===== config.mk =====
export PLATFORM = sky130hd
export DESIGN_NAME = accumulator
export DESIGN_NICKNAME = d
export VERILOG_FILES = /design/src/rtl/accumulator_pkg.sv /design/src/rtl/accumulator.sv
export SDC_FILE = /design/constraint.sdc
export NUM_CORES = 1
export LEC_CHECK = 0
export ABC_AREA = 1
export CORE_AREA = 2 2 39 41
export CTS_CLUSTER_SIZE = 16
export DETAILED_ROUTE_END_ITERATION = 8
export DIE_AREA = 0 0 41 43
export PLACE_DENSITY = 0.53
export SYNTH_ARGS = -nofsm -noshare
export SYNTH_HDL_FRONTEND = slang
export SYNTH_SLANG_ARGS = --single-unit
export TNS_END_PERCENT = 30

===== constraint.sdc =====
create_clock -name clk -period 0.8 [get_ports clk]
set_input_delay 0.12 -clock clk [delete_from_list [all_inputs] [get_ports clk]]
set_output_delay 0.12 -clock clk [all_outputs]
set_load 0.005 [all_outputs]

===== src/rtl/accumulator_pkg.sv =====
`default_nettype none
// ============================================================================
// Module   : accumulator_pkg
// Brief    : Shared CPU datapath constants.
// Revision : 1.0 - initial release
// ============================================================================
package accumulator_pkg;
   localparam int DATA_W = 8;
endpackage
`default_nettype wire


===== src/rtl/accumulator.sv =====
`default_nettype none
// ============================================================================
// Module   : accumulator
// Brief    : Load/hold accumulator register with zero/negative status flags.
// Revision : 1.0 - initial release
// ============================================================================
module accumulator
   import accumulator_pkg::*;
#(
   parameter int WIDTH = DATA_W
) (
   input  logic             clk,
   input  logic             rst_n,
   input  logic             ACCwrite,
   input  logic [WIDTH-1:0] in,
   output logic [WIDTH-1:0] out,
   output logic             zero,
   output logic             neg
);

   logic [WIDTH-1:0] r_acc;

   // Reset takes priority, so a write coinciding with reset is discarded.
   always_ff @(posedge clk) begin
      if (!rst_n) begin
         r_acc <= '0;
      end else if (ACCwrite) begin
         r_acc <= in;
      end
   end

   assign out  = r_acc;
   assign zero = (r_acc == '0);
   assign neg  = r_acc[WIDTH-1];

endmodule
`default_nettype wire


* Word-level counts from Yosys, hierarchy flattened
Cells that the tools add are included.
** Storage, ports and cells
- Word-level logic and storage cells :: 2
- Output and inout port bits :: 10
- Register bits :: 8
- Input bits :: 11
** Operators by class
- Reductions and logical operators :: 1
** Operators by type and width (number)
- 8-bit logical NOT :: 1

* Logic depth before layout (Yosys ltp)
- Depth in word-level cells :: 1
- Depth in mapped cells :: 3
- Mapped depth without buffers :: 3

* Least setup slack after synthesis
OpenSTA, ideal clock, no wires.
- Path kind :: flip-flop to output port
- Start :: register r_acc[4] (netlist: out[4])
- End :: output zero
- Slack :: 0.114 ns
- Stages on the path, launching flop included :: 4
- Data arrival time :: 0.566 ns
- Buffers on the path :: 0
- Data required time :: 0.680 ns
- Cells stage by stage :: dfxtp_1 nor2_1 nand2_1 nor2_1
** Between the ends
- Word-level cells in the longest chain between the ends :: 1
** RTL lines
- start: declaration :: line accumulator.sv:21 : logic [WIDTH-1:0] r_acc;
- start signal: assignment :: line accumulator.sv:28 : r_acc <= in;
- 8-bit logical NOT :: line accumulator.sv:33 : assign zero = (r_acc == '0);
- end: declaration :: line accumulator.sv:17 : output logic zero,
Every way passes these cells.

* Worst setup path after layout
- Start :: register r_acc[2] (netlist: out[2])
- End :: output zero
Same word-level chain as after synthesis.

==> impl_results.md <==
* Areal power density over the cells at approximately 1600 nW/µm²
* Placed Area at around 600 µm²
* Number of primary I/O pins at 21
* Height of the die at between 40 and 50 µm
* Detailed-route DRC error count at 0
* Outcome: finished with violations
* Wire length of the first global-routing pass at between 1 and 1.5 mm
* Worst setup slack after layout at -0.235 ns
* Worst setup SP type: flop
* Clock transition time at the flip-flop clock pins of the worst setup and hold paths at 0.06 ns
* Floorplan die area at 1760 µm²
* Relative contribution of sequential cells to total power at 0.456
* Residual overflow from global routing at 0
* Number of placement rows at 14
* First-pass iteration count of the detailed router at 3
* Post-synthesis cell count at around 40
* Worst Max-Slew Pin Slew at about 0.25 ns
* Distinct cell type count of the synthesized netlist at 6
* Number of instances on the worst hold path at 3
* Count of vias placed by the detailed router at 372
* Crit Path Class: reg2out
* Critical path arrival at roughly 0.9 ns
* Sequential element share of the synthesized area at 0.538
* Area taken by multi-input logic gates at approximately 130 µm²
* Final min period at around 1.0 ns
* Number of levels in the clock H-tree at 1
* Final Hold Viols at 0
* Util after Layout at 0.442
* Number of flip-flops in the largest register at 8
* Number of synthesized register bits at 8
* Effective utilization at floorplan at 0.215
* Kind of path behind the tightest hold check: in2reg
* Vias in the first global route at between 300 and 400
* Placed Instances at 86
* Total clock sinks at 8
* Post-synth net total at between 50 and 60
* ANT nets after route at 0
* Kind of end point of the critical path: primary output
* Switching Fraction at 0.236
* Area delta synth->final at 105%
* Placeable core region at approximately 1400 µm²
* Antenna violations before repair at 0
* Post-route fraction of the period consumed by the critical path at 1.29
* Number of CTS-inserted buffers at 3
* Combinational share of power at 0.236
* Sequential cell area at 169 µm²
* Upper clock frequency limit at ~970 MHz
* PortBufs at 20
* Avg Vias per Cell at roughly 4.2
* Setup clock skew after layout at 0 ns
* Count of cells along the worst register-to-register path at 3
* Half-perimeter wire length after detailed placement at roughly 630 µm
* Antenna Diode Count at 0
* Worst voltage drop across the vdd grid at 0.761 mV
* Leakage power figure at roughly 0.30 nW
* Number of max-slew violations in the final report at 0
* Internal power at between 0.0007 and 0.0008 W
* Mean cell area of the mapped netlist at 7.26 µm²
* Total Power at 0.000984 W
* Unrepaired setup endpoints after global routing: true
* Clock insertion delay at the later pin of the skew report at around 0.25 ns
* Average wire per standard cell at approximately 10 µm
* Max transition margin at 0.835
* Global placer's final weighted congestion at around 0.64
* Peak fanout along the critical path at 2
* Largest net degree at the start of global routing at 9
* Violated checks: negative setup slack
* Clock Tree Root: clkbuf_4
* Req. time, crit path at ~0.68 ns
* Final-layout fill cell count at approximately 150
* CTS tree: yes
* Layout cell share with drive strength beyond 1 at 0.425
* Number of DRC violations after detailed-routing iteration 0 at 3
* Aggregate global-route resource usage at 0.116
* Number of buffers added for setup after CTS at 0
* Final net count at 86
* Part of the total power dissipated in the clock network at 0.308
* Horiz. Die Dim at between 40 and 50 µm
* Maximum capacitance violations at 0
* Number of setup violations in the final report at 10
* Post-route non-filler standard cell count at slightly below 90
* Total of warnings raised by yosys at 0
* Total non-filler cell area in the finished layout at around 610 µm²
* CTS Buffer Depth at 2
* Net switching power figure at between 0.0002 and 0.00025 W
* Place WS at -0.362 ns
* Total wire length at a little under 900 µm
* Area of the mapped netlist at approximately 300 µm²
==> cell type report <==
class / count / area share
clock buffer: 3 / 0.0368
tap: 16 / 0.0327
timing repair buffer: 30 / 0.442
multi-input combinational: 31 / 0.207
sequential: 8 / 0.276
inverter: 1 / 0.00613
==> per-layer routing <==
metal	GRT usage	vias up	wire, µm
li1	-	196	-
met1	0.154	160	381
met2	0.166	16	418
met3	0.0314	0	74
met4	0.0600	0	0
met5	0	-	0
==> cell usage in the layout (no fill, tap or decap) <==
master / instances
dlygate4sd2_1: 1
clkdlybuf4s50_1: 8
clkbuf_2: 5
clkbuf_4: 3
buf_6: 9
dlymetal6s2s_1: 1
o21ai_1: 2
inv_2: 1
o21ai_0: 6
nor2_1: 21
buf_2: 1
nand2_1: 2
dfxtp_2: 7
dfxtp_1: 1
buf_4: 5
==> worst paths after layout <==
kind	from	to	slack, ns
setup / recovery	out[2]$_SDFFE_PN0P_	zero	-0.23
hold reg to reg	out[0]$_SDFFE_PN0P_	out[0]$_SDFFE_PN0P_	0.58
hold / removal	rst_n	out[0]$_SDFFE_PN0P_	0.24
setup reg to reg	out[4]$_SDFFE_PN0P_	out[4]$_SDFFE_PN0P_	0.07
==> synth_stat cells (all sizes together) <==
cell    n  area, µm²
dfxtp   8        160
nand2   2       7.51
o21ai   8       40.0
inv     1       3.75
nor2   21       78.8
buf     1       7.51
==> kinds of logic (layout without fill, tap and decap cells) <==
kind of cell	after synthesis	in the layout	share of synthesized area
buffers and inverters	2	34	0.0378
DFF	8	8	0.538
and+or+nand+nor	23	23	0.290
AOI/OAI and AO/OA	8	8	0.134
==> through the flow <==
step | setup TNS [ns] | hold WS, ns
final | -1.13 | 0.242
after global routing | -1.49 | 0.273
after CTS | -1.73 | 0.408
after detailed placement | -4.50 | 0.586
after global placement | -4.39 | 0.576
after floorplan | 0 | 0.255
==> critical path, cell delays in order, from the launching register on <==
cell	delay [ns]
dfxtp_2	0.32
nor2_1	0.10
nand2_1	0.05
nor2_1	0.09
buf_2	0.11
==> what timing repair did <==
| item | CTS | global route |
|---|---|---|
| gates resized for setup | 46 | 8 |
| setup endpoints to repair | 16 | 18 |
| pin swaps | 2 | 0 |
| hold buffers | 0 | 0 |
==> power groups by stage <==
| stage | Sequential, W | Clock [W] | Combinational (W) |
|---|---|---|---|
| 2_1_floorplan | 0.000456 | 0 | 0.0000541 |
| 3_3_place_gp | 0.000448 | 0 | 0.000239 |
| 3_5_place_dp | 0.000449 | 0 | 0.000239 |
| 4_1_cts | 0.000448 | 0.000322 | 0.000241 |
| 5_1_grt | 0.000451 | 0.000342 | 0.000258 |
| 6_report | 0.000449 | 0.000303 | 0.000232 |
Power figures use the tool's default switching activity.
